==> src/rtl/intersection_phase_scheduler_pkg.sv <==
// Shared definitions for the intersection phase scheduler: state codes,
// one-hot light encodings, default timing and the green-selection helper.
package intersection_phase_scheduler_pkg;

   // State codes double as the externally visible phase value.
   typedef enum logic [2:0] {
      ST_ALL_RED   = 3'd0,
      ST_NS_GREEN  = 3'd1,
      ST_NS_YELLOW = 3'd2,
      ST_EW_GREEN  = 3'd3,
      ST_EW_YELLOW = 3'd4,
      ST_PED_WALK  = 3'd5
   } state_e;

   // One-hot light encodings, bit order {R,Y,G}.
   localparam logic [2:0] LIGHT_RED = 3'b100;
   localparam logic [2:0] LIGHT_YEL = 3'b010;
   localparam logic [2:0] LIGHT_GRN = 3'b001;

   // Default timing, all in ticks.
   localparam int DEF_CNT_W     = 8;
   localparam int DEF_GREEN_MIN = 4;
   localparam int DEF_GREEN_MAX = 10;
   localparam int DEF_YELLOW_T  = 2;
   localparam int DEF_ALLRED_T  = 1;
   localparam int DEF_PED_T     = 5;

   // Choose the next green: the direction not served last, unless it has no
   // demand and the other one does. With no demand at all, alternate anyway.
   function automatic state_e pick_green(input logic last_ew,
                                         input logic ns_pend,
                                         input logic ew_pend);
      state_e nxt;
      if (last_ew) begin
         nxt = (!ns_pend && ew_pend) ? ST_EW_GREEN : ST_NS_GREEN;
      end else begin
         nxt = (!ew_pend && ns_pend) ? ST_NS_GREEN : ST_EW_GREEN;
      end
      return nxt;
   endfunction

endpackage

==> src/rtl/intersection_phase_scheduler_req_sync.sv <==
// Two-flop synchronizer for an asynchronous request level, with an optional
// rising-edge pulse taken after the second flop.
module req_sync #(
   parameter bit EDGE_EN = 1'b0
) (
   input  logic clk,
   input  logic rst_n,
   input  logic async_i,
   output logic level_o,
   output logic pulse_o
);

   logic meta_q;
   logic sync_q;

   // Two-stage metastability filter.
   always_ff @(posedge clk or negedge rst_n) begin
      if (!rst_n) begin
         meta_q <= 1'b0;
         sync_q <= 1'b0;
      end else begin
         meta_q <= async_i;
         sync_q <= meta_q;
      end
   end

   assign level_o = sync_q;

   generate
      if (EDGE_EN) begin : g_edge
         logic prev_q;

         // Delayed copy of the synced level for edge detection.
         always_ff @(posedge clk or negedge rst_n) begin
            if (!rst_n) begin
               prev_q <= 1'b0;
            end else begin
               prev_q <= sync_q;
            end
         end

         assign pulse_o = sync_q & ~prev_q;
      end else begin : g_no_edge
         assign pulse_o = 1'b0;
      end
   endgenerate

endmodule

==> src/rtl/intersection_phase_scheduler.sv <==
// Traffic-light phase scheduler for a two-way intersection with an optional
// pedestrian walk phase. Build option: define PED_PHASE_EN to enable the
// pedestrian path (PED_WALK state, walk and ped_ack outputs). Without it the
// ped_req input is ignored and walk/ped_ack are held at 0.
module intersection_phase_scheduler
   import intersection_phase_scheduler_pkg::*;
#(
   parameter int CNT_W     = DEF_CNT_W,
   parameter int GREEN_MIN = DEF_GREEN_MIN,
   parameter int GREEN_MAX = DEF_GREEN_MAX,
   parameter int YELLOW_T  = DEF_YELLOW_T,
   parameter int ALLRED_T  = DEF_ALLRED_T,
   parameter int PED_T     = DEF_PED_T
) (
   input  logic       clk,
   input  logic       rst_n,
   input  logic       tick,
   input  logic       car_ns,
   input  logic       car_ew,
   input  logic       ped_req,
   output logic [2:0] ns_light,
   output logic [2:0] ew_light,
   output logic       walk,
   output logic       ped_ack,
   output logic [2:0] phase
);

   // Terminal timer values: a phase of T ticks leaves on the tick where timer==T-1.
   localparam logic [CNT_W-1:0] GMIN_END   = CNT_W'(GREEN_MIN - 1);
   localparam logic [CNT_W-1:0] GMAX_END   = CNT_W'(GREEN_MAX - 1);
   localparam logic [CNT_W-1:0] YELLOW_END = CNT_W'(YELLOW_T - 1);
   localparam logic [CNT_W-1:0] ALLRED_END = CNT_W'(ALLRED_T - 1);

   state_e           state_q, state_d;
   logic [CNT_W-1:0] timer_q, timer_d;
   logic             ns_pend_q, ns_pend_d;
   logic             ew_pend_q, ew_pend_d;
   logic             last_ew_q, last_ew_d;
   logic [2:0]       ns_light_q, ns_light_d;
   logic [2:0]       ew_light_q, ew_light_d;

   logic car_ns_s;
   logic car_ew_s;
   logic ns_pulse_unused;
   logic ew_pulse_unused;
   logic ped_pend_w;
   logic enter_ns;
   logic enter_ew;
   logic ns_exit;
   logic ew_exit;

   req_sync #(.EDGE_EN(1'b0)) u_sync_ns (
      .clk     (clk),
      .rst_n   (rst_n),
      .async_i (car_ns),
      .level_o (car_ns_s),
      .pulse_o (ns_pulse_unused)
   );

   req_sync #(.EDGE_EN(1'b0)) u_sync_ew (
      .clk     (clk),
      .rst_n   (rst_n),
      .async_i (car_ew),
      .level_o (car_ew_s),
      .pulse_o (ew_pulse_unused)
   );

`ifdef PED_PHASE_EN
   localparam logic [CNT_W-1:0] PED_END = CNT_W'(PED_T - 1);

   logic ped_level_unused;
   logic ped_rise;
   logic ped_pend_q, ped_pend_d;
   logic walk_q, walk_d;
   logic ped_ack_q, ped_ack_d;
   logic enter_ped;

   req_sync #(.EDGE_EN(1'b1)) u_sync_ped (
      .clk     (clk),
      .rst_n   (rst_n),
      .async_i (ped_req),
      .level_o (ped_level_unused),
      .pulse_o (ped_rise)
   );

   assign enter_ped  = (state_d == ST_PED_WALK) && (state_q != ST_PED_WALK);
   assign ped_pend_w = ped_pend_q;

   // A press coinciding with walk entry is served by that walk, so clear wins.
   always_comb begin
      ped_pend_d = ped_pend_q | ped_rise;
      if (enter_ped) begin
         ped_pend_d = 1'b0;
      end
      walk_d    = (state_d == ST_PED_WALK);
      ped_ack_d = enter_ped;
   end

   // Pedestrian request flag and registered walk outputs.
   always_ff @(posedge clk or negedge rst_n) begin
      if (!rst_n) begin
         ped_pend_q <= 1'b0;
         walk_q     <= 1'b0;
         ped_ack_q  <= 1'b0;
      end else begin
         ped_pend_q <= ped_pend_d;
         walk_q     <= walk_d;
         ped_ack_q  <= ped_ack_d;
      end
   end

   assign walk    = walk_q;
   assign ped_ack = ped_ack_q;
`else
   logic ped_req_unused;

   assign ped_req_unused = ped_req;
   assign ped_pend_w     = 1'b0;
   assign walk           = 1'b0;
   assign ped_ack        = 1'b0;
`endif

   // Green leaves early once minimum time is met and own road is empty, or
   // at maximum time regardless; either way only when someone else waits.
   assign ns_exit = tick && (ew_pend_q || ped_pend_w) &&
                    (((timer_q >= GMIN_END) && !car_ns_s) || (timer_q == GMAX_END));
   assign ew_exit = tick && (ns_pend_q || ped_pend_w) &&
                    (((timer_q >= GMIN_END) && !car_ew_s) || (timer_q == GMAX_END));

   // Next-state selection for the phase FSM.
   always_comb begin
      state_d = state_q;
      case (state_q)
         ST_ALL_RED: begin
            if (tick && (timer_q == ALLRED_END)) begin
`ifdef PED_PHASE_EN
               if (ped_pend_q) begin
                  state_d = ST_PED_WALK;
               end else begin
                  state_d = pick_green(last_ew_q, ns_pend_q, ew_pend_q);
               end
`else
               state_d = pick_green(last_ew_q, ns_pend_q, ew_pend_q);
`endif
            end
         end
         ST_NS_GREEN: begin
            if (ns_exit) begin
               state_d = ST_NS_YELLOW;
            end
         end
         ST_NS_YELLOW: begin
            if (tick && (timer_q == YELLOW_END)) begin
               state_d = ST_ALL_RED;
            end
         end
         ST_EW_GREEN: begin
            if (ew_exit) begin
               state_d = ST_EW_YELLOW;
            end
         end
         ST_EW_YELLOW: begin
            if (tick && (timer_q == YELLOW_END)) begin
               state_d = ST_ALL_RED;
            end
         end
`ifdef PED_PHASE_EN
         ST_PED_WALK: begin
            if (tick && (timer_q == PED_END)) begin
               state_d = pick_green(last_ew_q, ns_pend_q, ew_pend_q);
            end
         end
`endif
         default: state_d = ST_ALL_RED;
      endcase
   end

   assign enter_ns = (state_d == ST_NS_GREEN) && (state_q != ST_NS_GREEN);
   assign enter_ew = (state_d == ST_EW_GREEN) && (state_q != ST_EW_GREEN);

   // Timer, demand flags, last-served direction and registered light values.
   always_comb begin
      timer_d = timer_q;
      if (state_d != state_q) begin
         timer_d = '0;
      end else if (tick && (timer_q != '1)) begin
         timer_d = timer_q + 1'b1;
      end

      ns_pend_d = ns_pend_q | car_ns_s;
      if (enter_ns) begin
         ns_pend_d = 1'b0;
      end
      ew_pend_d = ew_pend_q | car_ew_s;
      if (enter_ew) begin
         ew_pend_d = 1'b0;
      end

      last_ew_d = last_ew_q;
      if (enter_ns) begin
         last_ew_d = 1'b0;
      end else if (enter_ew) begin
         last_ew_d = 1'b1;
      end

      ns_light_d = LIGHT_RED;
      ew_light_d = LIGHT_RED;
      case (state_d)
         ST_NS_GREEN:  ns_light_d = LIGHT_GRN;
         ST_NS_YELLOW: ns_light_d = LIGHT_YEL;
         ST_EW_GREEN:  ew_light_d = LIGHT_GRN;
         ST_EW_YELLOW: ew_light_d = LIGHT_YEL;
         default: begin
            ns_light_d = LIGHT_RED;
            ew_light_d = LIGHT_RED;
         end
      endcase
   end

   // State and datapath registers; reset starts at ALL_RED with N/S next.
   always_ff @(posedge clk or negedge rst_n) begin
      if (!rst_n) begin
         state_q    <= ST_ALL_RED;
         timer_q    <= '0;
         ns_pend_q  <= 1'b0;
         ew_pend_q  <= 1'b0;
         last_ew_q  <= 1'b1;
         ns_light_q <= LIGHT_RED;
         ew_light_q <= LIGHT_RED;
      end else begin
         state_q    <= state_d;
         timer_q    <= timer_d;
         ns_pend_q  <= ns_pend_d;
         ew_pend_q  <= ew_pend_d;
         last_ew_q  <= last_ew_d;
         ns_light_q <= ns_light_d;
         ew_light_q <= ew_light_d;
      end
   end

   assign ns_light = ns_light_q;
   assign ew_light = ew_light_q;
   assign phase    = state_q;

endmodule

==> config.mk <==
export PLATFORM = sky130hd
export DESIGN_NAME = intersection_phase_scheduler
export DESIGN_NICKNAME = d
export VERILOG_FILES = /design/src/rtl/intersection_phase_scheduler_pkg.sv /design/src/rtl/intersection_phase_scheduler_req_sync.sv /design/src/rtl/intersection_phase_scheduler.sv
export SDC_FILE = /design/constraint.sdc
export NUM_CORES = 1
export LEC_CHECK = 0
export ABC_AREA = 1
export ABC_CLOCK_PERIOD_IN_PS = 1700
export BUFFER_PORTS_ARGS = -buffer_cell sky130_fd_sc_hd__buf_2
export CAP_MARGIN = 10
export CORE_MARGIN = 4
export CORE_UTILIZATION = 56
export DETAILED_ROUTE_END_ITERATION = 6
export PLACE_DENSITY_LB_ADDON = 0.08
export SYNTH_ARGS = -nofsm -noshare
export SYNTH_HDL_FRONTEND = slang
export SYNTH_SLANG_ARGS = --single-unit
==> constraint.sdc <==
create_clock -name clk -period 1.7 [get_ports clk]
set_input_delay 0.34 -clock clk [delete_from_list [all_inputs] [get_ports clk]]
set_output_delay 0.34 -clock clk [all_outputs]
set_load 0.01 [all_outputs]
---- Word-level counts from Yosys, hierarchy flattened ----
Cells that the tools add are included.
word-level totals
  register bits ........................... 24
  output and inout port bits .............. 11
  logic and storage cells ................. 69
cells by class
  $add $sub $neg .......................... 1
  order comparisons ....................... 1
  equality and inequality tests ........... 14
  muxes and demuxes ....................... 16
  bitwise logic cells ..................... 2
  reductions and logical operators ........ 24
operators by type and width
  operator                                                            count
  two-way mux 8 bit                                                   2
  logical AND 1 bit                                                   13
  equality test 3 x 2 -> 1 bit (second input constant)                4
  two-way mux 3 bit                                                   4
  case mux 3 bit (2 select lines)                                     2
  case mux 3 bit (4 select lines)                                     1
  adder 8 x 1 -> 8 bit (second input constant)                        1
  equality test 8 x 1 -> 1 bit (second input constant)                1
  equality test 8 x 4 -> 1 bit (second input constant)                1
  greater-or-equal comparator 8 x 2 -> 1 bit (second input constant)  1
  zero test 8 bit                                                     1
  inequality test 8 bit (second input constant)                       1
  equality test 3 x 1 -> 1 bit (second input constant)                2
  equality test 3 bit (second input constant)                         2
  two-way mux 2 bit                                                   3
  zero test 1 bit                                                     4
  two-way mux 1 bit                                                   4
  nonzero test 2 bit                                                  2
  zero test 3 bit                                                     1
  inequality test 3 x 1 -> 1 bit (second input constant)              1
  inequality test 3 x 2 -> 1 bit (second input constant)              1
  inequality test 3 bit                                               1
  logical OR 1 bit                                                    2
  bitwise OR 1 bit                                                    2
  OR reduction 2 bit                                                  1

---- Longest topological paths before layout ----
  word-level depth ........................ 10
  depth in mapped cells ................... 13
  depth with buffers taken out ............ 13

---- Hierarchy ----
From an unflattened synthesis, not the netlist that was laid out.
unflattened totals
  cell total of the unflattened synthesis .. 154
  area total of the unflattened synthesis .. 1363.8 µm²
by module, submodules not included
  module                        times used  cells an instance  area each (µm²)  sequential area each (µm²)
  intersection_phase_scheduler  1           146                1241.2           504.2
  req_sync                      2           4                  61.3             50.0

---- Worst setup path before layout ----
No wires, ideal clock.
  path type ............................... reg-to-reg
  from .................................... register timer_q[1]
  to ...................................... register ns_pend_q
  data arrival time ....................... 1.413 ns
  setup slack ............................. 0.174 ns
  cell stages (with the launch flop) ...... 14
  path buffers ............................ 0
  period minus slack after synthesis ...... 1.526 ns
  cell sequence ........................... dfrtp_1 -> inv_1 -> ha_1 -> nand2_1 -> nor2_1 -> nand3_1 -> nand2_1 -> nand2_2 -> nand2_2 -> nand2_1 -> nor2_2 -> nand3b_1 -> nand2_1 -> inv_1
between the ends
  word-level cells in the longest chain between the ends .. 9
  elaborated cells between the ends (all ways) .. 20
RTL lines
  what                                         line                                                                      text
  start, declared                              intersection_phase_scheduler.sv:35                                        logic [CNT_W-1:0] timer_q, timer_d;
  start signal, assigned                       intersection_phase_scheduler.sv:232                                       timer_q <= timer_d;
  greater-or-equal comparator 8 x 2 -> 1 bit   intersection_phase_scheduler.sv:126, intersection_phase_scheduler.sv:128
  logical AND 1 bit, on equally long branches  intersection_phase_scheduler.sv:128, intersection_phase_scheduler.sv:126
  logical OR 1 bit, on equally long branches   intersection_phase_scheduler.sv:128, intersection_phase_scheduler.sv:126
  logical AND 1 bit, on equally long branches  intersection_phase_scheduler.sv:127, intersection_phase_scheduler.sv:125
  two-way mux 3 bit, on equally long branches  intersection_phase_scheduler.sv:158, intersection_phase_scheduler.sv:148
  case mux 3 bit (4 select lines) *            intersection_phase_scheduler.sv:133                                       case (state_q)
  equality test 3 x 1 -> 1 bit *               intersection_phase_scheduler.sv:178                                       assign enter_ns = (state_d == ST_NS_GREEN) && (state_q != ST_NS_GREEN);
  logical AND 1 bit *                          intersection_phase_scheduler.sv:178
  two-way mux 1 bit *                          intersection_phase_scheduler.sv:191                                       if (enter_ns) begin
  via ns_pend_d                                intersection_phase_scheduler.sv:36                                        logic ns_pend_q, ns_pend_d;
  end signal, assigned                         intersection_phase_scheduler.sv:233                                       ns_pend_q <= ns_pend_d;
  end, declared                                intersection_phase_scheduler.sv:36
The timed path passes the listed nets; every way through them passes the cells marked *.
A chain may end at the register's enable or synchronous reset.

---- Final worst setup path ----
  from .................................... register timer_q[1]
  to ...................................... register timer_q[0]
between the ends
  word-level cells in the longest chain between the ends .. 8
  elaborated cells between the ends (all ways) .. 22
RTL lines
  what                                                     line                                                                      text
  greater-or-equal comparator 8 x 2 -> 1 bit               intersection_phase_scheduler.sv:126, intersection_phase_scheduler.sv:128
  logical AND 1 bit, on equally long branches              intersection_phase_scheduler.sv:128, intersection_phase_scheduler.sv:126
  logical OR 1 bit, on equally long branches               intersection_phase_scheduler.sv:128, intersection_phase_scheduler.sv:126
  logical AND 1 bit, on equally long branches              intersection_phase_scheduler.sv:127, intersection_phase_scheduler.sv:125
  two-way mux 3 bit, on equally long branches              intersection_phase_scheduler.sv:158, intersection_phase_scheduler.sv:148
  case mux 3 bit (4 select lines)                          intersection_phase_scheduler.sv:133
  inequality test 3 bit                                    intersection_phase_scheduler.sv:184                                       if (state_d != state_q) begin
  two-way mux 8 bit or nonzero test 2 bit (tied branches)  --
Parallel ways exist; a longest one is shown, timed or not.

==> impl_metrics.ini <==
[sta]
slew_headroom_pct = 65.1
setup_viol = 4
finalMaxSlewViolations = 0
rsz0062_at_grt = yes
worst_slew_pin_slew_ps = 523
fin_worst_skew_ps = 5.34
setup_ws_ps = -21.7
period_share_pct = 101
fmax_mhz = 581
min_period_ps = 1720
finalHoldViolCount = 0

[synth]
synth_warnings = 0
ys_ff_latch = 24
yosys-top-cells-area = dfrtp_1 (41%), nand2_1 (7.5%), dfstp_2 (6.1%)
async_flop_share_pct = 100
synth_top_area_share_pct = 40.5
synthMostInstantiatedCell = nand2_1
syn-cell-area_um2 = 1300
ys_seq_area_share_pct = 46.6
synth_top_cells_by_count = nand2_1 (26), dfrtp_1 (21), inv_1 (20)
synth_top_area_cell = dfrtp_1
synth_ff_type = dfrtp_1
synthDistinctLibCells = 30
syn_inst = 149
avgSynthCellArea_um2 = 8.71
synth_edf_count = 0

[status]
failed_checks = setup timing
outcome = finished, violations left

[setup_path]
crit_family = simple AND/OR/NAND/NOR gates
slowest_stage = dfrtp_1
endpoint_kind = flip-flop
path_common_cell = nand3_4
critPathMaxFanout = 8
max_stage_delay_ps = 450
cp_data_required_time_ps = 1950
critPathBufInv = 1
start_kind = flip-flop
critical_path_class = reg2reg
worstPathArrival_ps = 1970
worstPathCellList = inv_2, ha_4, nand2_1, nor2_4, nand3_2, nand3_4, nand2_4, o21ai_2, nand3_4, nor2_2

[hold_path]
hp-class = in2reg

[routing]
dr_wl_met3_um = 101
drtIter0Drc = 22
dr_wl_met2_um = 1290
vias_per_cell = 5.16
drt-total-wl_um = 2490
vias = 1038
wl_met1_um = 1060
wl_per_cell_um = 12.4
drcViolationCount = 0
maxUsedRoutingLayer = met4
firstDrtPassIters = 4
ant_nets = 0

[placed_design]
numPortBuffers = 13
dp.cells = 191
dp_hpwl_um = 1740
gp_congestion = 0.822
place_area_um2 = 1400

[grt]
grt_pass1_vias = 965
grt_usage_pct = 16.1
grt_max_degree = 25
antenna_found_initial = 0
overflow = 0
grt_pass1_wl_um = 4050

[finish]
diodes = 0
nFillCells = 182
final_cells = 201
finalInstanceArea_um2 = 1590
nets = 183
drive_above_1_share_pct = 39.9
syn_to_final_growth_pct = 22.5

[clock_tree]
clk_pin_slew_ps = 120
clock-root-buffer = clkbuf_4
clockBufferDepth = 2
htree_levels = 1
cts.sinks = 24
cts_inserted_buffers = 3
clock_latency_ps = 310
cts_tree = done

[floorplan]
rows = 17
pin_count = 17
die_width_um = 56.1
initial_core_util_pct = 58.7
die_area_um2 = 3150
die_h_um = 56.1
coreArea_um2 = 2210

[flow_run]
drv_cap = 0

[power_and_ir_drop]
p_leak_nw = 0.760
p_per_area_nw_per_um2 = 1050
vdd_drop_max_mv = 0.890
## per-layer routing
layer | global-route usage [%] | vias up
li1 | - | 520
met4 | 6.44 | 0
met1 | 20.3 | 492
met3 | 2.32 | 5
met5 | 0 | -
met2 | 27.4 | 21
## worst paths after layout
check                                  from           endpoint  slack [ps]  cells after the start
max in group asynchronous             rst_n         timer_q[0]         790                      2
min reg2reg                u_sync_ns.meta_q  u_sync_ns.level_o         370                      0
min in group asynchronous             rst_n         timer_q[5]         520                      2
min                                  car_ew   u_sync_ew.meta_q         130                      1
max reg2reg                      timer_q[1]         timer_q[0]         -20                     10
max                              timer_q[1]         timer_q[0]         -20                     10
## worst register-to-register path: cells and delay by family, from the launching register on
family	cells	cell delay, ps
AOI/OAI and AO/OA	1	170
and+or+nand+nor	7	760
buffers and inverters	1	130
adders and majority gates	1	140
DFF	1	450
## flip-flops by register name, summed over array words and instances, names as in the netlist
register and flops:
ew_pend_q 1, u_sync_ns.level_o 1, u_sync_ew.meta_q 1, phase 3, ns_pend_q 1, timer_q 8
ns_light 3, ew_light 3, u_sync_ns.meta_q 1, u_sync_ew.level_o 1, last_ew_q 1
## area by class of cell
class	count	area, µm²	share of cell area, %
clock buffer	4	36.3	2.28
multi-input combinational	102	698	43.9
sequential	24	606	38.1
timing repair buffer	22	135	8.50
inverter	21	78.8	4.96
tap	28	35.0	2.20
## report_power, final
part	switching [mW]	internal (mW)	total [mW]
logic	0.311	0.249	0.560
registers	0.137	0.681	0.817
clock network	0.166	0.131	0.297
total	0.614	1.06	1.67
## cell usage in the layout (no fill, tap or decap), drive strengths merged
master,synthesis,routed
dfrtp,21,21
clkbuf,0,4
buf,3,21
or2,1,1
a31oi,1,1
nand2,32,32
inv,21,21
xor2,6,6
nor3,6,6
nor2,23,23
o21bai,1,1
dfstp,3,3
o21ai,9,9
a21oi,1,1
o32ai,1,1
dlygate4sd3,0,1
conb,1,2
nand4,4,4
ha,3,3
nand3b,1,1
nand3,10,10
o211ai,1,1
## cells by family (layout without fill, tap and decap cells)
family / Yosys count / in the layout / share of synthesized area, %
AOI/OAI and AO/OA: 14 / 14 / 7.14
adders and majority gates: 3 / 3 / 2.89
buffers and inverters: 24 / 47 / 7.62
other: 1 / 2 / 0.289
xor gates and xnor gates: 6 / 6 / 4.05
DFF: 24 / 24 / 46.6
and+or+nand+nor: 77 / 77 / 31.4
## through the flow
step	hold slack [ps]	utilization [%]	setup slack, ps	TNS, ps	total power [mW]
detailed placement	339	63.5	-20.4	-20.4	1.21
global route	115	71.8	-147	-1600	1.80
global placement	333	63.5	21.7	0	1.19
floorplan	44.4	-	174	0	1.10
CTS	116	66.7	-9.98	-10.2	1.54
finish	126	71.8	-21.7	-30.8	1.67
## repair_timing
action	4_1_cts	5_1_grt
endpoints found under the setup margin	3	14
setup buffers	2	3
gates resized for setup	4	24
hold buffers	1	0
hold endpoints to repair	10	0
pin swaps	4	14
(Power assumes the default switching activity.)
